<file path="config.mk">
export PLATFORM = sky130hd
export DESIGN_NAME = alu_cmd_master
export DESIGN_NICKNAME = d
export VERILOG_FILES = /design/src/rtl/alu_cmd_master.sv
export SDC_FILE = /design/constraint.sdc
export NUM_CORES = 1
export LEC_CHECK = 0
export ABC_AREA = 1
export BUFFER_PORTS_ARGS = -buffer_cell sky130_fd_sc_hd__clkbuf_2
export CAP_MARGIN = 20
export CORE_UTILIZATION = 30
export CTS_CLUSTER_DIAMETER = 40
export DETAILED_ROUTE_END_ITERATION = 10
export GPL_TIMING_DRIVEN = 0
export HOLD_SLACK_MARGIN = 0.12
export PLACE_DENSITY_LB_ADDON = 0.1
export REMOVE_ABC_BUFFERS = 1
export SLEW_MARGIN = 20
export SYNTH_ARGS = -nofsm -noshare
export SYNTH_HDL_FRONTEND = slang
export SYNTH_SLANG_ARGS = --single-unit
</file>
<file path="constraint.sdc">
create_clock -name CLK -period 1.7 [get_ports CLK]
set_input_delay 0.255 -clock CLK [delete_from_list [all_inputs] [get_ports CLK]]
set_output_delay 0.255 -clock CLK [all_outputs]
set_load 0.005 [all_outputs]
</file>
<file path="src/rtl/alu_cmd_master.sv">
// rtl/alu_cmd_master.sv - UART command master: sends op_a, op_b, opcode, then reads back one result byte
// Optional feature: define ALU_CMD_TIMEOUT_EN to build the result-wait timeout.
module alu_cmd_master #(
  parameter int NBIT    = 8,
  parameter int TIMEOUT = 1000000
) (
  input  logic            CLK,
  input  logic            RESET,
  input  logic            start,
  input  logic [NBIT-1:0] op_a,
  input  logic [NBIT-1:0] op_b,
  input  logic [NBIT-1:0] opcode,
  input  logic            tx_full,
  output logic            wr_uart,
  output logic [NBIT-1:0] w_data,
  input  logic            rx_empty,
  input  logic [NBIT-1:0] r_data,
  output logic            rd_uart,
  output logic [NBIT-1:0] result,
  output logic            done,
  output logic            busy,
  output logic            timeout_err
);

  localparam logic [2:0] S_IDLE     = 3'd0;
  localparam logic [2:0] S_SEND_A   = 3'd1;
  localparam logic [2:0] S_SEND_B   = 3'd2;
  localparam logic [2:0] S_SEND_OP  = 3'd3;
  localparam logic [2:0] S_WAIT_RES = 3'd4;
  localparam logic [2:0] S_DONE     = 3'd5;

  logic [2:0]      state;
  logic [NBIT-1:0] a_q;
  logic [NBIT-1:0] b_q;
  logic [NBIT-1:0] op_q;
  logic            tmo_hit;

`ifdef ALU_CMD_TIMEOUT_EN
  localparam int CW = (TIMEOUT > 1) ? $clog2(TIMEOUT) : 1;

  logic [CW-1:0] tmo_cnt;
  logic          tmo_err_q;

  // Fires on the last allowed WAIT_RES cycle when still no result byte is available.
  assign tmo_hit     = (state == S_WAIT_RES) && rx_empty && (tmo_cnt == CW'(TIMEOUT - 1));
  assign timeout_err = tmo_err_q;

  // Timeout counter restarts when the opcode byte goes out; sticky error cleared by a new start.
  always_ff @(posedge CLK or negedge RESET) begin
    if (!RESET) begin
      tmo_cnt   <= '0;
      tmo_err_q <= 1'b0;
    end else begin
      if (state == S_SEND_OP && !tx_full) begin
        tmo_cnt <= '0;
      end else if (state == S_WAIT_RES) begin
        tmo_cnt <= tmo_cnt + 1'b1;
      end
      if (state == S_IDLE && start) begin
        tmo_err_q <= 1'b0;
      end else if (tmo_hit) begin
        tmo_err_q <= 1'b1;
      end
    end
  end
`else
  logic unused_timeout;

  // No counter without the timeout feature; WAIT_RES waits for as long as it takes.
  assign unused_timeout = (TIMEOUT != 0);
  assign tmo_hit        = 1'b0;
  assign timeout_err    = 1'b0;
`endif

  // Transaction sequencer and captured operand / result registers.
  always_ff @(posedge CLK or negedge RESET) begin
    if (!RESET) begin
      state  <= S_IDLE;
      a_q    <= '0;
      b_q    <= '0;
      op_q   <= '0;
      result <= '0;
    end else begin
      case (state)
        S_IDLE: begin
          if (start) begin
            a_q   <= op_a;
            b_q   <= op_b;
            op_q  <= opcode;
            state <= S_SEND_A;
          end
        end
        S_SEND_A: begin
          if (!tx_full) state <= S_SEND_B;
        end
        S_SEND_B: begin
          if (!tx_full) state <= S_SEND_OP;
        end
        S_SEND_OP: begin
          if (!tx_full) state <= S_WAIT_RES;
        end
        S_WAIT_RES: begin
          if (!rx_empty) begin
            result <= r_data;
            state  <= S_DONE;
          end else if (tmo_hit) begin
            state <= S_IDLE;
          end
        end
        S_DONE: begin
          state <= S_IDLE;
        end
        default: begin
          state <= S_IDLE;
        end
      endcase
    end
  end

  // FIFO strobes are decoded from state so they drop the instant the FIFO flags or reset say so.
  always_comb begin
    wr_uart = 1'b0;
    w_data  = '0;
    rd_uart = 1'b0;
    case (state)
      S_SEND_A: begin
        wr_uart = !tx_full;
        w_data  = tx_full ? '0 : a_q;
      end
      S_SEND_B: begin
        wr_uart = !tx_full;
        w_data  = tx_full ? '0 : b_q;
      end
      S_SEND_OP: begin
        wr_uart = !tx_full;
        w_data  = tx_full ? '0 : op_q;
      end
      S_WAIT_RES: begin
        rd_uart = !rx_empty;
      end
      default: begin
        wr_uart = 1'b0;
      end
    endcase
  end

  assign done = (state == S_DONE);
  assign busy = (state != S_IDLE);

endmodule

</file>
==> results of run 1 <==
-- cell families after synthesis --
logic type	count (synthesis)	share of synthesized area (%)
other cells	1	0.223
compound gates	26	7.74
simple gates	104	28.0
flops	35	52.1
buf+inv	42	11.9
-- worst reg2reg max path, delay by kind of cell (launching register included) --
family | cells | cell delay (ns)
simple gates | 2 | 0.51
flops | 1 | 0.49
compound gates | 1 | 0.34
buf+inv | 1 | 0.13
-- flip-flops by register name, indices dropped and copies added, names as in the netlist --
| register | cells |
|---|---|
| a_q | 8 |
| op_q | 8 |
| result | 8 |
| state | 3 |
| b_q | 8 |
-- metrics by stage --
stage / std cells / power (uW) / cell area, um2
after floorplan: 199 / 2130 / 1620
after global placement: 325 / 2580 / 1980
after detailed placement: 325 / 2590 / 1980
after CTS: 344 / 3480 / 2220
after global routing: 351 / 3970 / 2370
final: 351 / 3640 / 2370
-- power groups by stage --
stage,registers (uW),logic [uW],clock network (uW)
3_3_place_gp,1460,1110,0
5_1_grt,1530,1710,732
4_1_cts,1450,1340,688
6_report,1480,1500,665
2_1_floorplan,1430,696,0
3_5_place_dp,1460,1130,0
-- per-layer routing --
layer,GRT usage (%),wire length [um],vias up
li1,-,-,802
met1,18.4,1950,721
met2,22.7,2000,32
met3,4.76,194,6
met4,5.58,43,0
met5,0,0,-
-- final timing paths --
path / start / end / slack [ns] / cells after the start
max: state[1] / rd_uart / -0.03 / 6
min: r_data[3] / result[3] / 0.17 / 3
max reg2reg: state[1] / a_q[1] / 0.15 / 4
min reg2reg: result[3] / result[3] / 0.48 / 2
max in group asynchronous: RESET / state[1] / 0.45 / 2
min in group asynchronous: RESET / result[3] / 0.63 / 2
-- final cells by class --
cell class,instances,area (um2)
clock buffer,8,100
timing repair inverter,2,11.3
timing repair buffer,72,423
inverter,33,160
multi-input combinational,131,704
tap,70,87.6
fill,566,2870
sequential,35,880
-- cell usage in the layout (no fill, tap or decap) --
cell type	n
clkinv_2	1
clkbuf_8	7
a21oi_1	1
buf_6	4
clkinv_4	3
clkinvlp_4	1
o21ai_0	19
dfrtp_2	3
conb_1	1
inv_2	1
nand3_2	11
nor3_1	1
o21ai_1	6
nand3_1	26
nor2_4	1
nand2_2	1
nand3_4	3
nand2_1	55
buf_2	1
dlygate4sd3_1	1
inv_4	3
nand2_4	1
buf_4	13
dfrtp_1	32
nor3_2	1
clkbuf_2	53
or2_4	1
inv_1	25
nand4_1	3
clkinv_8	1
clkbuf_1	1
-- what timing repair did --
action | CTS | global route
hold buffers | 1 | 0
resized for setup | 18 | 27
hold endpoints to repair | 16 | 0
cloned | 1 | 1
setup endpoints to repair | 33 | 9
buffers inserted | 9 | 6
pin swaps | 2 | 6
==> out/results.tsv, run 1 <==
stage	metric	value	unit
status	outcome	finished, violations left	
status	violations	setup timing	
detailed_routing	drt-wirelength-per-cell	11.9	um
clock_tree	numCtsBuffers	5	
worst_setup_path	slowest_delay	0.49	ns
timing	finalCritPeriodShare	102	%
logic_synthesis	synth_area_leaders	dfrtp_1 52%, nand2_1 12%, nand3_1 12%	
floorplan	die_h	76.8	um
logic_synthesis	ys_warn_count	0	
logic_synthesis	synthArstFlopShare	100	%
placement	io_buffers	56	
logic_synthesis	netlist.area_leader.share	52.1	%
power_and_ir_drop	max-vdd-ir-drop	541	uV
finish	area_growth	40.8	%
detailed_routing	drtAntennaViolNets	0	
power_and_ir_drop	p_switching	1380	uW
timing	whs	0.171	ns
timing	maxSlewViolCount	0	
logic_synthesis	synthTopCellsByCount	55 x nand2_1, 39 x nand3_1, 35 x dfrtp_1, 30 x inv_1, 21 x o21ai_0	
global_route	antenna_found_initial	0	
logic_synthesis	ys_types	19	
timing	fin_skew	0.0102	ns
clock_tree	cts_tree	yes	
power_and_ir_drop	power.share.clock	18.2	%
clock_tree	htreeDepth	2	
placement	place.gp.congestion	0.777	
worst_setup_path	cp.required	1.44	ns
detailed_routing	drt-initial-drc-count	50	
global_route	grt_overflow	0	
placement	dp_hpwl	2.53	mm
logic_synthesis	ys_ff_latch	35	
global_route	grt_pass1_vias	1479	
worst_setup_path	worst_path_max_delay_cell	dfrtp_2	
timing	finalSetupViolations	1	
worst_setup_path	critPathArrivalTime	1.47	ns
timing	hold_violations	0	
placement	post-place-ws	-0.221	ns
floorplan	start_util	32.1	%
worst_setup_path	cp_top_family	flip-flops	
finish	fin_util	45.2	%
logic_synthesis	synth_area	1680	um2
logic_synthesis	synth_area_leader_cell	dfrtp_1	
detailed_routing	wl	4.19	mm
finish	fin_nets	317	
logic_synthesis	synth_edf_count	0	
worst_setup_path	cp-end-kind	primary output	
power_and_ir_drop	combPwrFrac	41.1	%
worst_setup_path	path_buf_inv	3	
floorplan	rows	26	
floorplan	die_width	76.8	um
detailed_routing	dr_total_vias	1561	
worst_setup_path	crit_path_max_fanout	6	
timing	relSlewSlack	41.0	%
global_route	grt_max_degree	49	
timing	period_needed	1.73	ns
timing	setup_tns	-0.0270	ns
global_route	grtUsageTotal	14.5	%
power_and_ir_drop	p_int	2270	uW
clock_tree	cts.sinks	35	
finish	antenna_cells	0	
logic_synthesis	yosys_most_used_dff	dfrtp_1	
floorplan	die_area	5900	um2
timing	rsz0062_at_grt	yes	
floorplan	core	5240	um2
timing	max_freq	0.579	GHz
detailed_routing	route.detailed.drc	0	
logic_synthesis	syn_avg_cell_area	8.08	um2
logic_synthesis	yosysSeqAreaShare	52.1	%
floorplan	pin_count	58	
job	cap_violations	0	
worst_setup_path	path_class	reg -> out	
timing	tightest_slew	0.885	ns
worst_setup_path	cp_cell_sequence	nor2_4, buf_6, nand2_4, or2_4, clkinv_8, buf_6	
hold_path	hold_class	in -> reg	
detailed_routing	drtPass1Iterations	4	
clock_tree	clk_pin_slew_worst_paths	0.07	ns
clock_tree	clk_latency	0.29	ns
power_and_ir_drop	power_density	1540	nW/um2
finish	drive_gt1_share	39.1	%
detailed_routing	via_per_inst	4.45	
logic_synthesis	synthCells	208	
power_and_ir_drop	p_leak	0.00132	uW
timing	setup_ws	-0.0270	ns
worst_setup_path	crit_top_cell	buf_6	
clock_tree	clock_path_buffers	2	
power_and_ir_drop	sequentialPowerShare	40.7	%
clock_tree	cts_root_buf	clkbuf_8	
power_and_ir_drop	p_sw_share	37.8	%
logic_synthesis	post-synth-top-count-cell	nand2_1	
global_route	grt_pass1_wl	6.58	mm
worst_setup_path	worst_setup_path_start_kind	flip-flop	
(Power assumes the default switching activity.)
==> run 2: changes to the inputs <==
--- a/config.mk
+++ b/config.mk
@@ -9,6 +9,7 @@
 export BUFFER_PORTS_ARGS = -buffer_cell sky130_fd_sc_hd__clkbuf_2
 export CAP_MARGIN = 20
 export CORE_UTILIZATION = 30
+export CTS_BUF_LIST = sky130_fd_sc_hd__clkbuf_8
 export CTS_CLUSTER_DIAMETER = 40
 export DETAILED_ROUTE_END_ITERATION = 10
 export GPL_TIMING_DRIVEN = 0
==> constraint.sdc (replaced) <==
create_clock -name CLK -period 1.7 [get_ports CLK]
set_input_delay 0.085 -clock CLK [delete_from_list [all_inputs] [get_ports CLK]]
set_output_delay 0.085 -clock CLK [all_outputs]
set_load 0.005 [all_outputs]
==> run 2 against run 1 <==
The flow now finishes without violations. Worst hold slack got worse by 0.021 ns. Die area did not move. Cell area rose by 3.4%. Global-route usage rose by 0.51 points. Cell count rose by 4.6%. Clock power fell by 3%. Flip-flop and latch count did not move. Combinational power fell by 21%. Largest cell class unchanged.
==> out/results.tsv, run 2 (synthesis gave the netlist of run 1 again) <==
stage	metric	value	unit
worst_setup_path	path_class	reg -> out	
worst_setup_path	path_buf_inv	2	
status	outcome	finished, final reports clean	
floorplan	pin_count	58	
global_route	met3_usage	4.64	%
finish	multi_input_area	614	um2
hold_path	hold_class	in -> reg	
timing	hold_violations	0	
worst_setup_path	worst_path_max_delay_cell	dfrtp_1	
timing	period_needed	1.60	ns
global_route	grt_overflow	0	
clock_tree	clk_pin_slew_worst_paths	0.06	ns
power_and_ir_drop	max-vdd-ir-drop	472	uV
floorplan	die_h	76.8	um
floorplan	start_util	32.1	%
placement	dp_hpwl	2.53	mm
worst_setup_path	cp_cell_sequence	nor2_4, nand2_2, or2_4, clkinv_8, clkbuf_2	
timing	rsz0062_at_grt	no	
finish	antenna_cells	0	
clock_tree	cts.sinks	35	
global_route	grt_max_degree	49	
timing	whs	0.150	ns
clock_tree	cts_tree	yes	
detailed_routing	drt-wirelength-per-cell	10.7	um
worst_setup_path	worst_setup_path_start_kind	flip-flop	
placement	post-place-ws	-0.221	ns
worst_setup_path	cp-end-kind	primary output	
timing	maxSlewViolCount	0	
detailed_routing	dr_total_vias	1581	
global_route	use_met1	19.1	%
timing	relSlewSlack	41.3	%
power_and_ir_drop	finalPower	3300	uW
timing	setup_ws	0.0959	ns
power_and_ir_drop	p_leak	0.00134	uW
floorplan	die_width	76.8	um
worst_setup_path	critPathArrivalTime	1.52	ns
detailed_routing	wl	3.94	mm
finish	area_growth	45.6	%
worst_setup_path	cp.required	1.62	ns
finish	final_cell_mix	56 x clkbuf_2, 55 x nand2_1, 39 x nand3_1, 34 x dlygate4sd3_1, 33 x dfrtp_1	
worst_setup_path	r2r_setup_slack	0.22	ns
worst_setup_path	slowest_delay	0.45	ns
timing	finalCritPeriodShare	94.4	%
detailed_routing	drtAntennaViolNets	0	
timing	finalSetupViolations	0	
global_route	grt_pass1_vias	1539	
global_route	top_usage_layer	met2	
placement	io_buffers	56	
power_and_ir_drop	power_density	1350	nW/um2
global_route	antenna_found_initial	0	
timing	tightest_slew	0.881	ns
detailed_routing	drt-initial-drc-count	57	
floorplan	rows	26	
detailed_routing	drtPass1Iterations	4	
timing	max_freq	0.623	GHz
clock_tree	cts_root_buf	clkbuf_8	
finish	seq_area	878	um2
clock_tree	htreeDepth	2	
finish	fillers	556	
placement	place.gp.congestion	0.777	
clock_tree	post_cts_buffers	0	
worst_setup_path	cp_top_family	simple AND/OR/NAND/NOR gates	
floorplan	core	5240	um2
global_route	grtUsageMet2	23.8	%
timing	setup_tns	0	ns
clock_tree	clk_latency	0.28	ns
floorplan	die_area	5900	um2
finish	mostFrequentLayoutCell	clkbuf_2	
global_route	grt_pass1_wl	6.89	mm
global_route	grtUsageTotal	15.0	%
finish	fin_nets	333	
worst_setup_path	crit_path_max_fanout	9	
detailed_routing	route.detailed.drc	0	
clock_tree	clock_path_buffers	2	
detailed_routing	via_per_inst	4.31	
clock_tree	numCtsBuffers	5	
finish	drive_gt1_share	25.3	%
job	cap_violations	0	
timing	fin_skew	0.00708	ns
## run 2: per-stage QoR
step / util (%) / cells / cell area [um2]
after CTS: 46.5 / 367 / 2440
after floorplan: - / 199 / 1620
after global placement: 37.9 / 325 / 1980
after global routing: 46.7 / 367 / 2450
after detailed placement: 37.9 / 325 / 1980
final: 46.7 / 367 / 2450
## run 2: worst paths after layout
check | from | cells after the start | end
worst max-delay path | state[1] | 5 | rd_uart
worst min-delay path | rx_empty | 3 | state[2]
worst max register to register | state[1] | 3 | b_q[7]
worst min register to register | result[2] | 2 | result[2]
max in group asynchronous | RESET | 2 | state[2]
min in group asynchronous | RESET | 2 | result[3]
## run 2: where the power goes
part | total (uW) | switching [uW] | internal [uW] | leakage [uW]
Sequential | 1450 | 231 | 1220 | 0.000435
Clock | 647 | 284 | 364 | 0.0000557
Combinational | 1190 | 689 | 505 | 0.000849
## run 2: area by class of cell
type                            count  share of cell area, %
Sequential cell                    35                   35.9
Timing Repair Buffer               90                   25.4
Multi-Input combinational cell    131                   25.1
Inverter                           33                   5.93
Clock buffer                        7                   3.94
Tap cell                           70                   3.58
Clock inverter                      1                  0.153
## run 2: repair_timing
action                                 4_1_cts  5_1_grt
gates resized for setup                      7        7
hold buffers                                34        0
pin swaps                                    0        1
endpoints found under the hold margin       68        0
setup endpoints to repair                   33       10
## run 2: worst min-delay path: cells and delay by family
kind	cells	cell delay [ns]
buffers and inverters	1	0.09
and+or+nand+nor	2	0.22
## run 2: routing by layer
layer	up-vias	share of wire [%]
li1	831	-
met1	711	48
met5	-	0
met2	32	47
met3	7	4.3
met4	0	1.3
